### src/rtl/queue_reader_pkg.sv
// Shared types and constants for the queue_reader consumer: FSM state encoding,
// stall counter width and the lane-index width helper.
package queue_reader_pkg;

  typedef enum logic [2:0] {
    IDLE  = 3'd0,
    FETCH = 3'd1,
    WAIT  = 3'd2,
    EMIT  = 3'd3,
    FIN   = 3'd4
  } state_t;

  localparam int STALL_W = 16;

  // A single-entry word still needs a 1-bit lane register.
  function automatic int lane_w(input int pack);
    return (pack <= 1) ? 1 : $clog2(pack);
  endfunction

endpackage

### src/rtl/queue_reader_if.sv
// Queue pop-side and packed-word stream signals of queue_reader.
// master = the reader, slave = the Queue plus the downstream consumer.
interface queue_reader_if #(
  parameter int WIDTH = 2,
  parameter int PACK  = 4
);
  localparam int OUT_W = WIDTH * PACK;

  logic             q_empty;
  logic             q_pop;
  logic [WIDTH-1:0] q_data;
  logic [OUT_W-1:0] out_data;
  logic             out_valid;
  logic             out_ready;

  modport master (
    input  q_empty, q_data, out_ready,
    output q_pop, out_data, out_valid
  );

  modport slave (
    output q_empty, q_data, out_ready,
    input  q_pop, out_data, out_valid
  );
endinterface

### src/rtl/queue_reader_ctl.sv
// Drain controller for queue_reader: sequences pop, capture, emit and finish.
// Status strobes are registered; q_pop alone is combinational on q_empty.
module queue_reader_ctl
  import queue_reader_pkg::*;
(
  input  logic clk,
  input  logic rst,
  input  logic start,
  input  logic count_zero,
  input  logic q_empty,
  input  logic out_ready,
  input  logic last_entry,
  input  logic last_lane,
  output logic q_pop,
  output logic load,
  output logic capture,
  output logic emit,
  output logic fin,
  output logic busy
`ifdef QUEUE_READER_STALL_CNT_EN
  ,
  output logic stall
`endif
);

  state_t state;
  logic   last_word;

  // NOTE: non-blocking assignments, so every branch below reads pre-edge values.
  always_ff @(posedge clk or negedge rst) begin
    if (!rst) begin
      state     <= IDLE;
      last_word <= 1'b0;
      capture   <= 1'b0;
      emit      <= 1'b0;
      fin       <= 1'b0;
      busy      <= 1'b0;
    end else begin
      capture <= 1'b0;
      fin     <= 1'b0;
      case (state)
        IDLE: if (start) begin
          busy <= 1'b1;
          if (count_zero) begin
            state <= FIN;
            fin   <= 1'b1;
          end else begin
            state <= FETCH;
          end
        end
        FETCH: if (!q_empty) begin
          state   <= WAIT;
          capture <= 1'b1;
        end
        WAIT: begin
          // Remember whether this word carries the final entry; EMIT needs it.
          last_word <= last_entry;
          if (last_entry || last_lane) begin
            state <= EMIT;
            emit  <= 1'b1;
          end else begin
            state <= FETCH;
          end
        end
        EMIT: if (out_ready) begin
          emit <= 1'b0;
          if (last_word) begin
            state <= FIN;
            fin   <= 1'b1;
          end else begin
            state <= FETCH;
          end
        end
        FIN: begin
          state <= IDLE;
          busy  <= 1'b0;
        end
        default: begin
          state <= IDLE;
          emit  <= 1'b0;
          busy  <= 1'b0;
        end
      endcase
    end
  end

  assign q_pop = (state == FETCH) && !q_empty;
  assign load  = (state == IDLE) && start && !count_zero;

`ifdef QUEUE_READER_STALL_CNT_EN
  assign stall = ((state == FETCH) && q_empty) || (emit && !out_ready);
`endif

endmodule

### src/rtl/queue_reader.sv
// Pop-side consumer of the 2-bit-entry Queue: drains a programmed number of entries,
// packs PACK per word LSB-first. Optional stall counter: QUEUE_READER_STALL_CNT_EN.
module queue_reader
  import queue_reader_pkg::*;
#(
  parameter int WIDTH = 2,
  parameter int PACK  = 4,
  parameter int CNT_W = 8
) (
  input  logic             clk,
  input  logic             rst,
  input  logic             start,
  input  logic [CNT_W-1:0] count,
  queue_reader_if.master   bus,
  output logic             busy,
  output logic             done
`ifdef QUEUE_READER_STALL_CNT_EN
  ,
  output logic [STALL_W-1:0] stall_cnt
`endif
);

  localparam int OUT_W  = WIDTH * PACK;
  localparam int LANE_W = lane_w(PACK);

  logic [CNT_W-1:0]  remaining;
  logic [LANE_W-1:0] lane;
  logic [OUT_W-1:0]  data_q;
  logic              load, capture, emit, fin;
  logic              last_entry, last_lane, lane_init;
`ifdef QUEUE_READER_STALL_CNT_EN
  logic              stall;
`endif

  assign last_entry = (remaining == CNT_W'(1));
  assign last_lane  = (lane == LANE_W'(PACK - 1));
  // A fresh word starts on a new drain or on any accepted word that is not the last.
  assign lane_init  = load || (emit && bus.out_ready && (remaining != '0));

  queue_reader_ctl u_ctl (
    .clk        (clk),
    .rst        (rst),
    .start      (start),
    .count_zero (count == '0),
    .q_empty    (bus.q_empty),
    .out_ready  (bus.out_ready),
    .last_entry (last_entry),
    .last_lane  (last_lane),
    .q_pop      (bus.q_pop),
    .load       (load),
    .capture    (capture),
    .emit       (emit),
    .fin        (fin),
    .busy       (busy)
`ifdef QUEUE_READER_STALL_CNT_EN
    ,
    .stall      (stall)
`endif
  );

  always_ff @(posedge clk or negedge rst) begin
    if (!rst) begin
      remaining <= '0;
      lane      <= '0;
    end else begin
      if (load)
        remaining <= count;
      else if (capture && remaining != '0)
        remaining <= remaining - CNT_W'(1);

      if (lane_init)
        lane <= '0;
      else if (capture)
        lane <= lane + LANE_W'(1);
    end
  end

  // Clearing on lane_init leaves unfilled upper lanes of a short final word at zero.
  always_ff @(posedge clk or negedge rst) begin
    if (!rst) begin
      data_q <= '0;
    end else if (lane_init) begin
      data_q <= '0;
    end else if (capture) begin
      for (int i = 0; i < PACK; i++)
        if (lane == LANE_W'(i)) data_q[i*WIDTH +: WIDTH] <= bus.q_data;
    end
  end

  assign bus.out_data  = data_q;
  assign bus.out_valid = emit;
  assign done          = fin;

`ifdef QUEUE_READER_STALL_CNT_EN
  always_ff @(posedge clk or negedge rst) begin
    if (!rst)
      stall_cnt <= '0;
    else if (start && !busy)
      stall_cnt <= '0;
    else if (stall && stall_cnt != '1)
      stall_cnt <= stall_cnt + STALL_W'(1);
  end
`endif

endmodule

### src/flat_wrapper.sv
// flat-port wrapper written by rule: the top's interface ports become plain ports
module queue_reader_flat import queue_reader_pkg::*;
#(
  parameter int WIDTH = 2,
  parameter int PACK  = 4,
  parameter int CNT_W = 8
)
  (clk, rst, start, count, busy, done, bus_q_empty, bus_q_data, bus_out_ready, bus_q_pop, bus_out_data, bus_out_valid);
  queue_reader_if #(.WIDTH(WIDTH), .PACK(PACK)) bus_i ();
  input  logic clk;
  input  logic rst;
  input  logic start;
  input  logic [CNT_W-1:0] count;
  output logic busy;
  output logic done;
  input wire logic [$bits(bus_i.q_empty)-1:0] bus_q_empty;
  input wire logic [$bits(bus_i.q_data)-1:0] bus_q_data;
  input wire logic [$bits(bus_i.out_ready)-1:0] bus_out_ready;
  output wire logic [$bits(bus_i.q_pop)-1:0] bus_q_pop;
  output wire logic [$bits(bus_i.out_data)-1:0] bus_out_data;
  output wire logic [$bits(bus_i.out_valid)-1:0] bus_out_valid;
  assign bus_i.q_empty = bus_q_empty;
  assign bus_i.q_data = bus_q_data;
  assign bus_i.out_ready = bus_out_ready;
  assign bus_q_pop = bus_i.q_pop;
  assign bus_out_data = bus_i.out_data;
  assign bus_out_valid = bus_i.out_valid;
  queue_reader #(.WIDTH(WIDTH), .PACK(PACK), .CNT_W(CNT_W)) u_core (.clk(clk), .rst(rst), .start(start), .count(count), .bus(bus_i), .busy(busy), .done(done));
endmodule
### config.mk
export PLATFORM = sky130hd
export DESIGN_NAME = queue_reader_flat
export DESIGN_NICKNAME = d
export VERILOG_FILES = /design/src/rtl/queue_reader_pkg.sv /design/src/rtl/queue_reader_if.sv /design/src/rtl/queue_reader_ctl.sv /design/src/rtl/queue_reader.sv /design/src/flat_wrapper.sv
export SDC_FILE = /design/constraint.sdc
export NUM_CORES = 1
export LEC_CHECK = 0
export BUFFER_PORTS_ARGS = -buffer_cell sky130_fd_sc_hd__clkbuf_2
export CORE_AREA = 2 2 59 55
export DETAILED_ROUTE_END_ITERATION = 16
export DIE_AREA = 0 0 61 57
export GPL_ROUTABILITY_DRIVEN = 1
export GPL_TIMING_DRIVEN = 0
export PLACE_DENSITY = 0.75
export SETUP_SLACK_MARGIN = 0.2
export SYNTH_ARGS = -nofsm -noshare
export SYNTH_HDL_FRONTEND = slang
export SYNTH_SLANG_ARGS = --single-unit
export TNS_END_PERCENT = 20
### constraint.sdc
create_clock -name clk -period 2 [get_ports clk]
set_input_delay 0.2 -clock clk [delete_from_list [all_inputs] [get_ports clk]]
set_output_delay 0.2 -clock clk [all_outputs]
set_load 0.05 [all_outputs]
==> flow_metrics.py <==
metrics = {
    "yosys": {
        "async_reset_ff_frac": 1.000,
        "synth_nets": 168,
        "yosysMostFrequentCell": "dfrtp_1",
        "synth_flop_cell": "dfrtp_1",
        "syn_inst": 147,
        "synth_area_leader_cell": "dfrtp_1",
        "seq_area_frac_synth": 0.4418,
        "syn_area_um2": 1473,
        "synth.avg_cell_area_um2": 10.02,
        "synth_common_cells": "26 x dfrtp_1, 20 x nand2_1, 12 x a21oi_1, 12 x nand3_1, 11 x inv_1",
        "synth_warnings": 0,
        "ys_ff_latch": 26,
        "synth.area.top_cells": "dfrtp_1 44%, ha_1 5.1%, nand2_1 5.1%",
        "synth_cell_types": 39,
        "synth_edf_count": 0,
        "synth_top_area_frac": 0.4418,
    },
    "detailed_routing": {
        "routed_wl_um": 3042,
        "drc": 0,
        "dr.max_layer_used": "met4",
        "met1_length_um": 1318,
        "vias": 1195,
        "routed_via_density": 5.383,
        "routed-wl-met2_um": 1564,
        "wl_met3_um": 116,
        "drt_iter0_markers": 46,
        "first_pass_iters": 6,
        "antenna_left": 0,
        "wl_per_cell_um": 13.70,
    },
    "timing": {
        "tightest_slew_ns": 0.6372,
        "setup_tns_ns": 0,
        "setup_viol": 0,
        "min_period_over_period": 0.9029,
        "period_needed_ns": 1.806,
        "relSlewSlack": 0.5752,
        "layout_setup_ws_ns": 0.1941,
        "rsz0062_at_grt": "yes",
        "max_freq_mhz": 553.8,
        "maxSlewViolCount": 0,
        "hold_viol": 0,
        "clock_skew_ns": 0.006673,
    },
    "clocking": {
        "clock_tree.root_cell": "clkbuf_4",
        "insertion_delay_ns": 0.32,
        "cts_buffer_depth": 2,
        "cts_tree": "built",
        "cts.htree.levels": 1,
        "cts_sinks": 26,
        "numCtsBuffers": 3,
        "clk_pin_slew_ns": 0.14,
    },
    "setup_path": {
        "crit_required_ns": 2.23,
        "cp.arrival_ns": 2.03,
        "crit_start": "u_core.u_ctl.state[0]$_DFFE_PN0P_",
        "startpoint_type": "register",
        "end_kind": "register",
        "reg2reg_from": "u_core.u_ctl.state[0]$_DFFE_PN0P_",
        "reg2reg_depth": 4,
        "ff2ff_setup_slack_ns": 0.19,
        "crit_end": "u_core.remaining[2]$_DFFE_PN0P_",
        "worstPathMaxFanout": 10,
        "path_class": "reg2reg",
        "reg2reg_to": "u_core.remaining[2]$_DFFE_PN0P_",
    },
    "status": {
        "status": "finished clean",
    },
    "die": {
        "start_util": 0.5036,
        "coreArea_um2": 2924,
        "die_area_um2": 3477,
        "io_pins": 27,
        "fp.dieH_um": 57,
        "die_w_um": 61,
        "num_rows": 19,
    },
    "final_layout": {
        "multi_input_area_um2": 747.0,
        "areaGrowthSynthToFinish_pct": 17.33,
        "fill_cells": 260,
        "num-nets-final": 203,
        "seq_area_um2": 650.6,
        "finalNonFillerCells": 222,
        "drive_above_1_share": 0.2833,
        "diodes": 0,
    },
    "pwr": {
        "p_int_mw": 1.286,
        "seqPwrFrac": 0.378,
        "pwr-share-clk": 0.092,
        "ir_drop_mv": 0.6313,
        "p_leak_nw": 0.7771,
        "p_comb_frac": 0.529,
        "p_per_area_nw_per_um2": 1412,
        "sw_frac_of_total": 0.4728,
        "p_switching_mw": 1.154,
        "fin_total_pwr_mw": 2.440,
    },
    "placement": {
        "place_ws_ns": 0.1824,
        "place_inst": 215,
        "gp_congestion": 0.8669,
        "io_buffer_count": 26,
        "dp_hpwl_um": 2336,
    },
    "global_route": {
        "grt_pass1_vias": 1146,
        "grt_max_degree": 27,
        "grt_antenna_before_repair": 0,
        "grt-ovfl-total": 0,
        "grt_pass1_wl_um": 5002,
        "grt_usage": 0.1893,
    },
    "job": {
        "drv_cap": 0,
    },
    "worst_hold_path": {
        "hold_path_class": "in2reg",
    },
}
## per-layer routing
metal	global-route usage	up-vias
li1	-	590
met1	0.2507	581
met2	0.3134	19
met3	0.02494	5
met4	0.07143	0
met5	0	-
## worst max-delay path, stage by stage (launching register included)
cell	delay, ns
dfrtp_1	0.41
buf_6	0.14
or4b_4	0.56
a21oi_4	0.24
mux2_2	0.36
## power groups by stage
stage	Clock [mW]	Combinational [mW]	Sequential, mW
detailed placement	0	1.25	0.934
CTS	0.229	1.27	0.921
global placement	0	1.21	0.914
floorplan	0	0.754	1.13
finish	0.226	1.29	0.923
global route	0.254	1.42	0.949
## cells by family after synthesis
family          Yosys count  synth area share
buf+inv                  16           0.05862
xor+xnor                  5           0.02974
flops                    26            0.4418
mux                       6           0.04333
simple gates             52            0.2141
compound gates           36            0.1614
fa+ha+maj                 6           0.05098
## state kept, by name, summed over array words and instances (netlist names)
signal                  flops
u_core.remaining            8
u_core.u_ctl.state          3
u_core.u_ctl.fin            1
u_core.u_ctl.last_word      1
u_core.u_ctl.emit           1
u_core.u_ctl.busy           1
u_core.lane                 2
u_core.bus.out_data         8
u_core.u_ctl.capture        1
## worst min-delay path by stage
stage | cells after the start | start | slack [ns] | endpoint
after global routing | 2 | bus_q_empty | 0.08 | u_core.u_ctl.capture$_DFF_PN0_
final | 2 | bus_q_empty | 0.1 | u_core.u_ctl.capture$_DFF_PN0_
after floorplan | 0 | rst | -0.1 | u_core.bus.out_data[0]$_DFFE_PN0P_
after global placement | 1 | rst | 0.25 | u_core.bus.out_data[1]$_DFFE_PN0P_
after CTS | 2 | bus_q_empty | 0.06 | u_core.u_ctl.capture$_DFF_PN0_
after detailed placement | 1 | rst | 0.26 | u_core.bus.out_data[0]$_DFFE_PN0P_
## area by class of cell
| class | count | share of cell area |
|---|---|---|
| tap | 42 | 0.03041 |
| inverter | 11 | 0.02390 |
| buffer | 5 | 0.02607 |
| timing repair buffer | 30 | 0.09776 |
| sequential | 26 | 0.3765 |
| multi-input combinational | 105 | 0.4323 |
| clock buffer | 3 | 0.01303 |
## cell usage in the layout, fill, tap and decap left out, types with 2 or more instances in the layout
master | netlist | routed
clkbuf_2 | 0 | 25
ha_1 | 6 | 6
nor2_1 | 4 | 4
buf_4 | 1 | 4
nand2_1 | 20 | 20
o22ai_1 | 3 | 3
xor2_1 | 2 | 2
mux2_2 | 3 | 3
or4b_1 | 2 | 2
inv_1 | 11 | 11
o21ai_0 | 9 | 9
a21oi_1 | 12 | 12
buf_6 | 3 | 4
nor4_4 | 3 | 3
mux2i_1 | 3 | 3
xnor2_1 | 3 | 3
clkbuf_4 | 0 | 3
dfrtp_1 | 26 | 26
nand3_1 | 12 | 12
a31o_2 | 2 | 2
## timing repair
| item | 4_1_cts | 5_1_grt |
|---|---|---|
| endpoints found under the hold margin | 26 | 0 |
| hold buffers | 1 | 0 |
| resized for setup | 1 | 3 |
| pin swaps | 0 | 0 |
| endpoints found under the setup margin | 12 | 15 |
| setup buffers | 1 | 2 |
## through the flow
stage          utilization  cell area (um2)  hold slack, ns
6_report            0.5909             1728         0.09669
5_1_grt             0.5909             1728         0.08431
4_1_cts             0.5824             1703         0.06361
3_5_place_dp        0.5678             1660          0.2608
3_3_place_gp        0.5678             1660          0.2470
2_1_floorplan            -             1478        -0.09559
No activity file was read; power rests on OpenSTA's default activity.
